### config.mk
export PLATFORM = sky130hd
export DESIGN_NAME = sliding_ray_scanner_flat
export DESIGN_NICKNAME = d
export VERILOG_FILES = /design/src/rtl/sliding_ray_scanner_if.sv /design/src/rtl/sliding_ray_scanner.sv /design/src/flat_wrapper.sv
export SDC_FILE = /design/constraint.sdc
export NUM_CORES = 1
export LEC_CHECK = 0
export CAP_MARGIN = 20
export CORE_MARGIN = 2
export CORE_UTILIZATION = 40
export DETAILED_ROUTE_END_ITERATION = 7
export PLACE_DENSITY = 0.66
export RECOVER_POWER = 50
export REMOVE_ABC_BUFFERS = 1
export SYNTH_ARGS = -nofsm -noshare
export SYNTH_HDL_FRONTEND = slang
export SYNTH_SLANG_ARGS = --single-unit
### constraint.sdc
create_clock -name clk -period 4 [get_ports clk]
set_input_delay 0.4 -clock clk [delete_from_list [all_inputs] [get_ports clk]]
set_output_delay 0.4 -clock clk [all_outputs]
set_load 0.05 [all_outputs]
### src/rtl/sliding_ray_scanner_if.sv
// Request/result handshake and board read port of the sliding-piece ray scanner.
// res_king_hit exists only when SCAN_KING_HIT_EN is defined.
interface sliding_ray_scanner_if #(
    parameter int BOARD_N = 8
) ();
    localparam int CW = $clog2(BOARD_N);

    logic              req_valid;
    logic              req_ready;
    logic [CW-1:0]     req_row;
    logic [CW-1:0]     req_col;
    logic              req_color;
    logic [1:0]        req_mode;
    logic              sq_rd_en;
    logic [CW-1:0]     sq_row;
    logic [CW-1:0]     sq_col;
    logic [4:0]        sq_data;
    logic              res_valid;
    logic              res_ready;
    logic [8*CW-1:0]   res_dist;
    logic [7:0]        res_capture;
`ifdef SCAN_KING_HIT_EN
    logic [7:0]        res_king_hit;

    modport master (
        output req_valid, req_row, req_col, req_color, req_mode,
        output res_ready, sq_data,
        input  req_ready, sq_rd_en, sq_row, sq_col,
        input  res_valid, res_dist, res_capture, res_king_hit
    );

    modport slave (
        input  req_valid, req_row, req_col, req_color, req_mode,
        input  res_ready, sq_data,
        output req_ready, sq_rd_en, sq_row, sq_col,
        output res_valid, res_dist, res_capture, res_king_hit
    );
`else
    modport master (
        output req_valid, req_row, req_col, req_color, req_mode,
        output res_ready, sq_data,
        input  req_ready, sq_rd_en, sq_row, sq_col,
        input  res_valid, res_dist, res_capture
    );

    modport slave (
        input  req_valid, req_row, req_col, req_color, req_mode,
        input  res_ready, sq_data,
        output req_ready, sq_rd_en, sq_row, sq_col,
        output res_valid, res_dist, res_capture
    );
`endif
endinterface

### src/rtl/sliding_ray_scanner.sv
// Sequential move-range engine for bishop/rook/queen rays over a 1-cycle board RAM.
// Optional SCAN_KING_HIT_EN adds res_king_hit (opponent king captured per ray).
module sliding_ray_scanner #(
    parameter int  BOARD_N = 8,
    localparam int CW      = $clog2(BOARD_N)
) (
    input logic                  clk,
    input logic                  rst_n,
    sliding_ray_scanner_if.slave bus
);
    typedef enum logic [1:0] {IDLE, CHECK, WAIT, DONE} state_t;

    localparam logic signed [CW+1:0] MAXC = (CW+2)'(BOARD_N - 1);
    localparam logic [CW:0]          ONE  = (CW+1)'(1);

    state_t state, state_d;

    logic [CW-1:0] row_q, col_q;
    logic [CW-1:0] lrow_q, lcol_q;
    logic          color_q;
    logic [1:0]    mode_q;
    logic [2:0]    k_q;
    logic [CW:0]   i_q;
    logic [CW-1:0] dist_q [8];
    logic [7:0]    cap_q;
`ifdef SCAN_KING_HIT_EN
    logic [7:0]    kh_q;
`else
    logic          unused_type;
    assign unused_type = ^bus.sq_data[4:2];
`endif

    logic [1:0]           dr, dc;
    logic signed [CW+1:0] trow, tcol;
    logic                 en, off;
    logic                 rd, wr, adv, inc;
    logic [CW-1:0]        wdist;
    logic                 wcap, wking;
    logic [CW:0]          im1;

    // Step codes: 01 = +1, 11 = -1, 00 = stay.
    function automatic logic signed [CW+1:0] step(
        input logic [CW-1:0] b,
        input logic [1:0]    d,
        input logic [CW:0]   n
    );
        logic signed [CW+1:0] bb, nn;
        bb = $signed({2'b00, b});
        nn = $signed({1'b0, n});
        unique case (d)
            2'b01:   step = bb + nn;
            2'b11:   step = bb - nn;
            default: step = bb;
        endcase
    endfunction

    always_comb begin
        dr = 2'b00;
        dc = 2'b00;
        unique case (k_q)
            3'd0: begin dr = 2'b11; dc = 2'b11; end
            3'd1: begin dr = 2'b11; dc = 2'b00; end
            3'd2: begin dr = 2'b11; dc = 2'b01; end
            3'd3: begin dr = 2'b00; dc = 2'b01; end
            3'd4: begin dr = 2'b01; dc = 2'b01; end
            3'd5: begin dr = 2'b01; dc = 2'b00; end
            3'd6: begin dr = 2'b01; dc = 2'b11; end
            3'd7: begin dr = 2'b00; dc = 2'b11; end
            default: ;
        endcase
    end

    assign trow = step(row_q, dr, i_q);
    assign tcol = step(col_q, dc, i_q);
    assign off  = trow[CW+1] || (trow > MAXC) || tcol[CW+1] || (tcol > MAXC);
    assign en   = k_q[0] ? mode_q[1] : mode_q[0];
    assign im1  = i_q - ONE;

    always_ff @(posedge clk or negedge rst_n) begin
        if (!rst_n) state <= IDLE;
        else        state <= state_d;
    end

    always_comb begin
        state_d = state;
        rd      = 1'b0;
        wr      = 1'b0;
        adv     = 1'b0;
        inc     = 1'b0;
        wdist   = '0;
        wcap    = 1'b0;
        wking   = 1'b0;
        unique case (state)
            IDLE: begin
                if (bus.req_valid) state_d = CHECK;
            end
            CHECK: begin
                if (!en) begin
                    wr  = 1'b1;
                    adv = 1'b1;
                end else if (off) begin
                    wr    = 1'b1;
                    wdist = im1[CW-1:0];
                    adv   = 1'b1;
                end else begin
                    rd      = 1'b1;
                    state_d = WAIT;
                end
            end
            WAIT: begin
                if (!bus.sq_data[0]) begin
                    inc     = 1'b1;
                    state_d = CHECK;
                end else if (bus.sq_data[1] == color_q) begin
                    wr    = 1'b1;
                    wdist = im1[CW-1:0];
                    adv   = 1'b1;
                end else begin
                    wr    = 1'b1;
                    wdist = i_q[CW-1:0];
                    wcap  = 1'b1;
                    wking = (bus.sq_data[4:2] == 3'b110);
                    adv   = 1'b1;
                end
            end
            DONE: begin
                if (bus.res_ready) state_d = IDLE;
            end
            default: state_d = IDLE;
        endcase
        if (adv) state_d = (k_q == 3'd7) ? DONE : CHECK;
    end

    always_ff @(posedge clk or negedge rst_n) begin
        if (!rst_n) begin
            row_q   <= '0;
            col_q   <= '0;
            lrow_q  <= '0;
            lcol_q  <= '0;
            color_q <= 1'b0;
            mode_q  <= 2'b00;
            k_q     <= 3'd0;
            i_q     <= ONE;
            cap_q   <= '0;
            for (int g = 0; g < 8; g++) dist_q[g] <= '0;
`ifdef SCAN_KING_HIT_EN
            kh_q    <= '0;
`endif
        end else begin
            if (state == IDLE && bus.req_valid) begin
                row_q   <= bus.req_row;
                col_q   <= bus.req_col;
                color_q <= bus.req_color;
                mode_q  <= bus.req_mode;
                k_q     <= 3'd0;
                i_q     <= ONE;
                cap_q   <= '0;
                for (int g = 0; g < 8; g++) dist_q[g] <= '0;
`ifdef SCAN_KING_HIT_EN
                kh_q    <= '0;
`endif
            end
            if (rd) begin
                lrow_q <= trow[CW-1:0];
                lcol_q <= tcol[CW-1:0];
            end
            if (inc) i_q <= i_q + ONE;
            if (wr) begin
                dist_q[k_q] <= wdist;
                cap_q[k_q]  <= wcap;
`ifdef SCAN_KING_HIT_EN
                kh_q[k_q]   <= wking;
`endif
            end
            if (adv) begin
                k_q <= k_q + 3'd1;
                i_q <= ONE;
            end
        end
    end

`ifndef SCAN_KING_HIT_EN
    logic unused_wking;
    assign unused_wking = wking;
`endif

    assign bus.req_ready   = (state == IDLE);
    assign bus.res_valid   = (state == DONE);
    assign bus.sq_rd_en    = rd;
    assign bus.sq_row      = rd ? trow[CW-1:0] : lrow_q;
    assign bus.sq_col      = rd ? tcol[CW-1:0] : lcol_q;
    assign bus.res_capture = cap_q;
`ifdef SCAN_KING_HIT_EN
    assign bus.res_king_hit = kh_q;
`endif

    for (genvar g = 0; g < 8; g++) begin : g_dist
        assign bus.res_dist[g*CW +: CW] = dist_q[g];
    end
endmodule

### src/flat_wrapper.sv
// flat-port wrapper written by rule: the top's interface ports become plain ports
module sliding_ray_scanner_flat 
#(
    parameter int  BOARD_N = 8,
    localparam int CW      = $clog2(BOARD_N)
)
  (clk, rst_n, bus_req_valid, bus_req_row, bus_req_col, bus_req_color, bus_req_mode, bus_res_ready, bus_sq_data, bus_req_ready, bus_sq_rd_en, bus_sq_row, bus_sq_col, bus_res_valid, bus_res_dist, bus_res_capture);
  sliding_ray_scanner_if #(.BOARD_N(BOARD_N)) bus_i ();
  input logic clk;
  input logic rst_n;
  input wire logic [$bits(bus_i.req_valid)-1:0] bus_req_valid;
  input wire logic [$bits(bus_i.req_row)-1:0] bus_req_row;
  input wire logic [$bits(bus_i.req_col)-1:0] bus_req_col;
  input wire logic [$bits(bus_i.req_color)-1:0] bus_req_color;
  input wire logic [$bits(bus_i.req_mode)-1:0] bus_req_mode;
  input wire logic [$bits(bus_i.res_ready)-1:0] bus_res_ready;
  input wire logic [$bits(bus_i.sq_data)-1:0] bus_sq_data;
  output wire logic [$bits(bus_i.req_ready)-1:0] bus_req_ready;
  output wire logic [$bits(bus_i.sq_rd_en)-1:0] bus_sq_rd_en;
  output wire logic [$bits(bus_i.sq_row)-1:0] bus_sq_row;
  output wire logic [$bits(bus_i.sq_col)-1:0] bus_sq_col;
  output wire logic [$bits(bus_i.res_valid)-1:0] bus_res_valid;
  output wire logic [$bits(bus_i.res_dist)-1:0] bus_res_dist;
  output wire logic [$bits(bus_i.res_capture)-1:0] bus_res_capture;
  assign bus_i.req_valid = bus_req_valid;
  assign bus_i.req_row = bus_req_row;
  assign bus_i.req_col = bus_req_col;
  assign bus_i.req_color = bus_req_color;
  assign bus_i.req_mode = bus_req_mode;
  assign bus_i.res_ready = bus_res_ready;
  assign bus_i.sq_data = bus_sq_data;
  assign bus_req_ready = bus_i.req_ready;
  assign bus_sq_rd_en = bus_i.sq_rd_en;
  assign bus_sq_row = bus_i.sq_row;
  assign bus_sq_col = bus_i.sq_col;
  assign bus_res_valid = bus_i.res_valid;
  assign bus_res_dist = bus_i.res_dist;
  assign bus_res_capture = bus_i.res_capture;
  sliding_ray_scanner #(.BOARD_N(BOARD_N)) u_core (.clk(clk), .rst_n(rst_n), .bus(bus_i));
endmodule
==> results of run 1 <==
-- sequential cells by signal, indices dropped and copies added (netlist names) --
signal,flops
u_core.bus.res_capture,8
u_core.state,2
u_core.lcol_q,3
u_core.col_q,3
u_core.mode_q,2
u_core.lrow_q,3
u_core.k_q,3
u_core.color_q,1
u_core.bus.res_dist,24
u_core.i_q,4
u_core.row_q,3
-- routing by layer --
metal | vias up | global-route usage | routed length, um
li1 | 1215 | - | -
met1 | 1221 | 0.238 | 3570
met2 | 41 | 0.257 | 3370
met3 | 8 | 0.0261 | 253
met4 | 0 | 0.0362 | 88
met5 | - | 0 | 0
-- final cells by class --
type	instances	area, sq um	area share
inverters	21	83.8	0.0193
clock inverters	3	46.3	0.0107
flip-flops and latches	56	1410	0.324
well taps	105	131	0.0303
multi-input cells	221	1830	0.422
clock buffers	5	68.8	0.0159
repair buffers	79	772	0.178
-- worst reg2reg max path: cells and delay by family, from the launching register on --
kind            cells  cell delay [ns]
flops               1             0.41
simple gates        2             0.53
buf+inv             4             0.48
mux                 3             1.00
fa+ha+maj           2             0.43
compound gates      4             0.71
-- layout by cell type, fill, tap and decap left out, types with 3 or more instances in the layout --
cell             count
buf_6                3
a21oi_2              3
o21ai_0              8
inv_1               19
nor3_2               3
nor2_1              20
nor3_1               4
dfrtp_1             53
buf_4               20
mux2_1              13
dlygate4sd3_1       11
nor4_4               5
ha_1                16
mux2i_1             20
clkbuf_8             5
clkdlybuf4s50_1     36
nor2b_1              4
a211oi_2             3
and2_1              17
mux2_2              18
nand3_1              3
nand2_1             33
buf_12               5
a21oi_1              7
a22oi_1              3
o211ai_1             3
-- worst max path at each step --
stage | start | to | depth (start not counted)
5_1_grt | u_core.k_q[1] | bus_sq_col[1] | 14
2_1_floorplan | u_core.k_q[0] | bus_sq_col[0] | 11
3_3_place_gp | u_core.k_q[1] | bus_sq_row[0] | 14
3_5_place_dp | u_core.k_q[1] | bus_sq_row[1] | 14
6_report | u_core.k_q[0] | bus_sq_col[1] | 12
4_1_cts | u_core.k_q[1] | bus_sq_row[1] | 13
-- stage by stage --
step           cells  cell area, sq um  total power, mW
2_1_floorplan    298              3270             2.39
3_3_place_gp     471              4090             3.01
3_5_place_dp     471              4090             3.05
4_1_cts          483              4240             3.50
5_1_grt          490              4340             3.90
6_report         490              4340             3.65
-- repair_timing --
item / 4_1_cts / 5_1_grt
setup buffers: 4 / 6
resized for setup: 8 / 16
gates cloned: 0 / 1
pin swaps: 3 / 7
endpoints found under the setup margin: 6 / 6
-- where the power goes --
group	total (mW)	internal (mW)	switching, mW
registers	0.827	0.720	0.107
logic	2.44	1.05	1.39
clock network	0.385	0.190	0.195
total	3.65	1.96	1.69
-- cells by family (layout without fill, tap and decap cells) --
group	count (synthesis)	after routing	synth area share
XOR/XNOR	4	4	0.0105
AO/OA/AOI/OAI	42	42	0.0934
buffers and inverters	35	108	0.0439
multiplexers	54	54	0.174
adder cells (fa/ha/maj)	20	20	0.0795
AND/OR/NAND/NOR	101	101	0.178
flip-flops	56	56	0.420
==> results_dict.tcl, run 1 <==
set metrics [dict create \
    status "complete, but fails checks" \
    failed_checks "capacitance limit, slew limit" \
    yosysSeqAreaShare 0.420 \
    grt_pass1_vias 2407 \
    fill_cells 711 \
    globalplace.congestion 0.793 \
    antenna_found_initial 0 \
    ir_drop_v 0.000286 \
    dieArea_sq_um 9090 \
    leakagePower_nw 1.95 \
    final_core_util 0.534 \
    async_reset_ff_frac 1.00 \
    ys_types 49 \
    avgViaCountPerCell 5.07 \
    path_class "reg2out" \
    cp_num_buf_inv 3 \
    yosys.area.top_type "dfrtp_1" \
    gr-total-overflow 0 \
    syn2layout_area_growth_pct 30.1 \
    critPathMaxStageDelay_ns 0.41 \
    antenna_cells 0 \
    crit_fanout 5 \
    hp-class "reg2reg" \
    end_kind "output port" \
    worst_pin_slew_ns 3.03 \
    drive_gt1_frac 0.239 \
    p_per_area_nw_per_um2 840 \
    hold_start "u_core.lcol_q[1]" \
    syn-cell-area_sq_um 3340 \
    hold_end "u_core.lcol_q[1]" \
    path_clk_slew_ns 0.11 \
    worst_slack_ns 0.119 \
    synth_area_leaders "dfrtp_1, ha_1, mux2_2, mux2i_1, mux2_1" \
    place_ws_ns 0.0841 \
    slew_headroom -1.02 \
    cts_buffer_depth 2 \
    io_pins 59 \
    synth_common_cells "dfrtp_1, nand2_1, inv_1, mux2i_1, nor2_1" \
    crit_slowest_cell "dfrtp_2" \
    holdWs_ns 0.513 \
    crit_required_ns 3.60 \
    finalHoldViolations 0 \
    r2r_slack_ns 0.32 \
    synth_warnings 0 \
    worstSkewPairLatency_ns 0.31 \
    die_w_um 95.3 \
    path_cells "inv_2, ha_1, mux2_4, mux2_4, fa_2, a21o_1, a211oi_2, a211oi_2, nor3_2, buf_6, mux2_2, buf_4" \
    hold-path-cell-count 1 \
    ys_seq_elements 56 \
    postCtsHoldBufs 0 \
    dp_hpwl_um 5050 \
    postRouteAntennaNets 0 \
    via_count 2485 \
    setup-tns-final_ns 0 \
    wl_um 7280 \
    drt_pass1_iterations 4 \
    numCtsBuffers 5 \
    path_delay_family "multiplexers" \
    reg2reg_to "u_core.bus.res_dist[16]" \
    routedWlPerCell_um 14.9 \
    row_count 33 \
    syn_inst 312 \
    port_buffers 55 \
    synth_top_area_frac 0.413 \
    drcViolationCount 0 \
    fin_crit_ns 3.88 \
    fin_crit_sh 0.970 \
    start_util 0.410 \
    cap_violations 2 \
    avgSynthCellArea_sq_um 10.7 \
    finalSetupViolations 0 \
    synthFlopType "dfrtp_1" \
    synth_edf_count 0 \
    fmax_ghz 0.258 \
    grt_max_degree 57 \
    crit_arrival_ns 3.48 \
    setup.worst_path.start_class "register" \
    final_max_slew_viol_count 103 \
    r2r_cells 15 \
    drt_iter0_markers 156 \
    htreeDepth 2 \
    r2r_start "u_core.k_q[0]" \
    cts_sinks 56 \
    synth.most_common_cell "dfrtp_1" \
    tritoncts "done" \
    die-height_um 95.3 \
    fin_skew_ns 0.00889 \
    final_nets 422 \
    grtUsageTotal 0.163 \
    grt_first_pass_wirelength_um 11800 \
    cts_root_buf "clkbuf_8" \
    core_sq_um 8130 \
]
No activity file was read; power rests on OpenSTA's default activity.
==> inputs of run 2 (changes only) <==
- ABC_AREA: default -> 1
- PLACE_DENSITY: 0.66 -> 0.65
==> run 2 against run 1 <==
- the flow still finishes with violations (capacitance limit, slew limit)
- routed wire length grew 26%
- flip-flop and latch count is the same
- critical endpoint is now bus_sq_row[0]
- critical path depth grew 7
- first-iteration DRC count shrank 13%
- total power grew 5.2%
- clock skew shrank 0.0014 ns
- critical path type unchanged
==> results_dict.tcl, run 2 <==
set metrics [dict create \
    syn_inst 515 \
    crit_fanout 7 \
    postRouteAntennaNets 0 \
    cap_violations 1 \
    grtUsageTotal 0.192 \
    antenna_found_initial 0 \
    failed_checks "capacitance limit, slew limit" \
    drcViolationCount 0 \
    via_count 3372 \
    start_util 0.411 \
    io_pins 59 \
    synth_common_cells "nand2_1, inv_1, dfrtp_1, o21ai_0, nand3_1" \
    avgSynthCellArea_sq_um 6.97 \
    htreeDepth 2 \
    ys_seq_elements 56 \
    holdWs_ns 0.493 \
    end_kind "output port" \
    p_per_area_nw_per_um2 851 \
    place_ws_ns 0.270 \
    final_core_util 0.517 \
    routedWlPerCell_um 13.4 \
    status "complete, but fails checks" \
    crit_required_ns 3.60 \
    synth.most_common_cell "nand2_1" \
    fin_skew_ns 0.00751 \
    fill_cells 826 \
    synth_warnings 0 \
    synth-adder-area-share 0.0739 \
    ys_types 28 \
    muxShareOfSynthArea 0 \
    syn2layout_area_growth_pct 25.7 \
    finalSetupViolations 0 \
    numCtsBuffers 5 \
    yosys.area.top_type "dfrtp_1" \
    setup.worst_path.start_class "register" \
    row_count 34 \
    r2r_slack_ns 0.47 \
    finalHoldViolations 0 \
    tritoncts "done" \
    synth_edf_count 0 \
    leakagePower_nw 2.26 \
    dp_hpwl_um 6390 \
    syn-cell-area_sq_um 3590 \
    ir_drop_v 0.000288 \
    async_reset_ff_frac 1.00 \
    grt_pass1_vias 3284 \
    fin_crit_ns 3.82 \
    cts_sinks 56 \
    mostFrequentLayoutCell "nand2_1" \
    die-height_um 98.7 \
    crit_slowest_cell "dfrtp_2" \
    yosys.area_share.simple 0.325 \
    cts_root_buf "clkbuf_8" \
    fin_crit_sh 0.954 \
    postCtsHoldBufs 0 \
    dieArea_sq_um 9740 \
    hp-class "reg2reg" \
    worst_slack_ns 0.185 \
    slew_headroom -1.08 \
    globalplace.congestion 0.815 \
    gr-total-overflow 0 \
    cts_buffer_depth 2 \
    avgViaCountPerCell 4.93 \
    core_sq_um 8720 \
    synth_area_leaders "dfrtp_1, nand2_1, inv_1, o21ai_0, nand3_1" \
    critPathMaxStageDelay_ns 0.46 \
    synth-xor-area-share 0.0122 \
    crit_arrival_ns 3.42 \
    path_clk_slew_ns 0.10 \
    final_nets 613 \
    largest_reg_flops 24 \
    die_w_um 98.7 \
    grt_max_degree 57 \
    synth_top_family_by_area "simple AND/OR/NAND/NOR gates" \
    worstSkewPairLatency_ns 0.32 \
    fmax_ghz 0.262 \
    drt_iter0_markers 135 \
    port_buffers 55 \
    antenna_cells 0 \
    worst_pin_slew_ns 3.12 \
    path_class "reg2out" \
    final_max_slew_viol_count 57 \
    synth_top_area_frac 0.384 \
    yosysSeqAreaShare 0.391 \
    drive_gt1_frac 0.0851 \
    synth-compound-area-share 0.0959 \
    layout_common_cells "nand2_1, inv_1, dfrtp_1, nand3_1, o21ai_0" \
    crit_top_cell "nand2_1" \
    drt_pass1_iterations 4 \
    power_mw 3.84 \
    wl_um 9170 \
    grt_first_pass_wirelength_um 15300 \
    path_cells "ha_1, inv_1, ha_2, buf_4, o21ai_0, ha_1, a21oi_1, o21ai_0, inv_1, nand3_1, nand2_1, nand2_1, nand2_1, nand4_1, nor2_2, buf_6, nor2_1, a21oi_2, buf_12" \
    synthFlopType "dfrtp_1" \
]
## run 2: cell count changes in the layout (fill, tap and decap cells not counted), moves of 17 or more
cell,previous run,this run
nor2_1,20,46
mux2i_1,20,0
o21ai_0,8,49
and2_1,17,0
nand3_1,3,50
nand2_1,33,166
mux2_2,18,0
inv_1,19,73
## run 2: worst max-delay path: cells and delay by family (launching register included)
family	cells	cell delay (ns)
AOI/OAI and AO/OA	4	0.55
buffers and inverters	5	0.62
adders and majority gates	3	0.81
and+or+nand+nor	7	0.65
DFF	1	0.46
## run 2: timing repair
action                     4_1_cts  5_1_grt
pin swaps                        0        2
buffers inserted                 0        3
cloned                           0        1
resized for setup                1       17
setup endpoints to repair        6        6
## run 2: worst paths after layout
check                            startpoint               end  cells past startpoint
setup / recovery              u_core.k_q[0]     bus_sq_row[0]                     19
hold / removal             u_core.mode_q[0]  u_core.mode_q[0]                      2
setup reg to reg              u_core.k_q[0]     u_core.k_q[1]                     20
hold reg to reg            u_core.mode_q[0]  u_core.mode_q[0]                      2
max in group asynchronous             rst_n     u_core.k_q[0]                      2
min in group asynchronous             rst_n  u_core.mode_q[1]                      2
## run 2: cell families (layout without fill, tap and decap cells)
logic type,count (synthesis),count (layout)
and+or+nand+nor,279,279
xor gates and xnor gates,5,5
DFF,56,56
buffers and inverters,89,150
adders and majority gates,20,20
AOI/OAI and AO/OA,66,66
## run 2: area by class of cell
cell class	instances	area [sq um]	area share
clock buffer	6	72.6	0.0161
clock inverter	2	35.0	0.00777
inverter	73	274	0.0608
multi-input combinational	370	1880	0.416
sequential	56	1410	0.312
tap	108	135	0.0300
timing repair buffer	69	711	0.158
## run 2: where the power goes
group	switching [mW]	internal (mW)
clock network	0.194	0.186
registers	0.121	0.729
logic	1.70	0.910
## run 2: per-layer routing
layer,global-route usage,vias up,share of wire
met5,0,-,0
met4,0.0443,0,0.011
met3,0.0262,7,0.043
met2,0.325,85,0.48
met1,0.264,1546,0.47
li1,-,1734,-
## run 2: stage by stage
step | setup TNS [ns] | cells | area (sq um)
3_3_place_gp | 0 | 672 | 4320
5_1_grt | -0.240 | 684 | 4510
3_5_place_dp | 0 | 672 | 4320
6_report | 0 | 684 | 4510
4_1_cts | 0 | 680 | 4430
2_1_floorplan | -6.04 | 499 | 3490
==> inputs of run 3 (changes only) <==
- CORE_ASPECT_RATIO: default -> 0.6
- SETUP_SLACK_MARGIN: default -> 0.4
==> run 3 against run 2 <==
- largest power group unchanged
- combinational power is 21% higher
- global-route usage is 1.2 points higher
- the run now ends clean
- clock-buffer cell count is 1 lower
- first-iteration DRC count is 64% higher
- critical path depth is 1 lower
- via count is 5.8% higher
- sequential power is 3.1% higher
- critical path type unchanged
==> results_dict.tcl, run 3 (synthesized netlist as in run 2, its figures left out) <==
set metrics [dict create \
    cts_sinks 56 \
    drt_pass1_iterations 4 \
    final_area_sq_um 4960 \
    syn2layout_area_growth_pct 38.1 \
    fin_crit_ns 3.68 \
    drcViolationCount 0 \
    drive_gt1_frac 0.165 \
    layout_common_cells "nand2_1, inv_1, dfrtp_1, nand3_1, o21ai_0" \
    worst_pin_slew_ns 0.984 \
    path_clk_slew_ns 0.07 \
    holdWs_ns 0.246 \
    crit_arrival_ns 3.28 \
    r2r_slack_ns 0.53 \
    critical_path.startpoint "u_core.i_q[0]" \
    via_count 3569 \
    grtUsageTotal 0.204 \
    antenna_cells 0 \
    leakagePower_nw 2.46 \
    postRouteAntennaNets 0 \
    crit_fanout 6 \
    status "complete, no violations" \
    core_sq_um 8620 \
    grt_pass1_vias 3354 \
    p_per_area_nw_per_um2 924 \
    tritoncts "done" \
    r2r_start "u_core.i_q[0]" \
    antenna_found_initial 0 \
    fin_skew_ns 0.00481 \
    wl_um 10100 \
    worst_slack_ns 0.324 \
    drt_iter0_markers 222 \
    end_kind "output port" \
    final_max_slew_viol_count 0 \
    port_buffers 55 \
    critPathMaxStageDelay_ns 0.56 \
    cts_buffer_depth 2 \
    globalplace.congestion 0.931 \
    reg2reg_to "u_core.k_q[1]" \
    finalHoldViolations 0 \
    mostFrequentLayoutCell "nand2_1" \
    die_w_um 126 \
    final_nets 632 \
    r2r_cells 21 \
    cts_root_buf "clkbuf_16" \
    crit_slowest_cell "dfstp_2" \
    slew_headroom 0.343 \
    rsz0062_at_grt "yes" \
    cap_violations 0 \
    place_area_sq_um 4300 \
    io_pins 59 \
    grt_max_degree 57 \
    grt_first_pass_wirelength_um 16100 \
    fmax_ghz 0.272 \
    postCtsHoldBufs 0 \
    numCtsBuffers 5 \
    worstSkewPairLatency_ns 0.29 \
    fin_crit_sh 0.919 \
    row_count 26 \
    routedWlPerCell_um 14.3 \
    ir_drop_v 0.000358 \
    largest_reg_flops 24 \
    place_ws_ns 0.245 \
    fill_cells 786 \
    path_class "reg2out" \
    power_mw 4.58 \
    path_cells "inv_4, ha_4, xnor2_4, o21ai_1, ha_1, a21oi_1, o21ai_2, inv_1, nand3_1, nand2_1, nand2_1, nand2_1, nand4_1, nor2_4, buf_12, nor2_4, a21oi_4, buf_12" \
    die-height_um 77.4 \
    crit_top_cell "nand2_1" \
    dp_hpwl_um 6610 \
    avgViaCountPerCell 5.06 \
    gr-total-overflow 0 \
    start_util 0.416 \
    finalSetupViolations 0 \
    dieArea_sq_um 9770 \
    htreeDepth 2 \
    crit_required_ns 3.60 \
    hp-class "in2async" \
    setup.worst_path.start_class "register" \
]
[run 3: cell types whose count changed in the layout (fill, tap and decap cells not counted), sizes merged, moves of 4 or more]
cell / change
buf: +21
clkbuf: -4
clkdlybuf4s50: -10
dlygate4sd3: +10
[run 3: area by class of cell]
cell class	instances	area (sq um)	area share
repair buffers	87	880	0.177
flip-flops and latches	56	1410	0.284
inverters	73	279	0.0563
clock inverters	2	60.1	0.0121
clock buffers	5	125	0.0252
multi-input cells	371	2070	0.417
well taps	112	140	0.0283
[run 3: worst max path at each step]
stage | to | slack, ns | cells past startpoint
2_1_floorplan | bus_sq_col[0] | -0.60 | 18
3_3_place_gp | bus_sq_col[2] | 0.34 | 18
3_5_place_dp | bus_sq_col[0] | 0.24 | 18
4_1_cts | bus_sq_row[2] | 0.40 | 20
5_1_grt | bus_sq_col[0] | 0.19 | 18
6_report | bus_sq_col[0] | 0.32 | 18
[run 3: routing by layer]
| layer | GRT usage | part of all wire |
|---|---|---|
| met5 | 0 | 0 |
| met4 | 0.0473 | 0.0089 |
| met3 | 0.0393 | 0.070 |
| met2 | 0.304 | 0.43 |
| met1 | 0.307 | 0.49 |
[run 3: worst max-delay path: cells and delay by family, from the launching register on]
family                   cells  cell delay (ns)
AND/OR/NAND/NOR              7             0.71
adder cells (fa/ha/maj)      2             0.52
buffers and inverters        4             0.43
AO/OA/AOI/OAI                4             0.56
flip-flops                   1             0.56
XOR/XNOR                     1             0.17
[run 3: power breakdown]
part,switching (mW),internal [mW],total [mW]
combinational,1.98,1.17,3.15
clock,0.201,0.356,0.556
sequential,0.144,0.731,0.876
[run 3: repair_timing]
item / CTS / global route
cloned: 1 / 1
buffers inserted: 14 / 10
endpoints found under the setup margin: 7 / 27
gates resized for setup: 30 / 43
pin swaps: 6 / 17
[run 3: metrics by stage]
step,utilization,cells,TNS [ns]
3_3_place_gp,0.499,673,0
5_1_grt,0.575,706,0
3_5_place_dp,0.499,673,0
2_1_floorplan,-,499,-6.04
4_1_cts,0.546,695,0
6_report,0.575,706,0
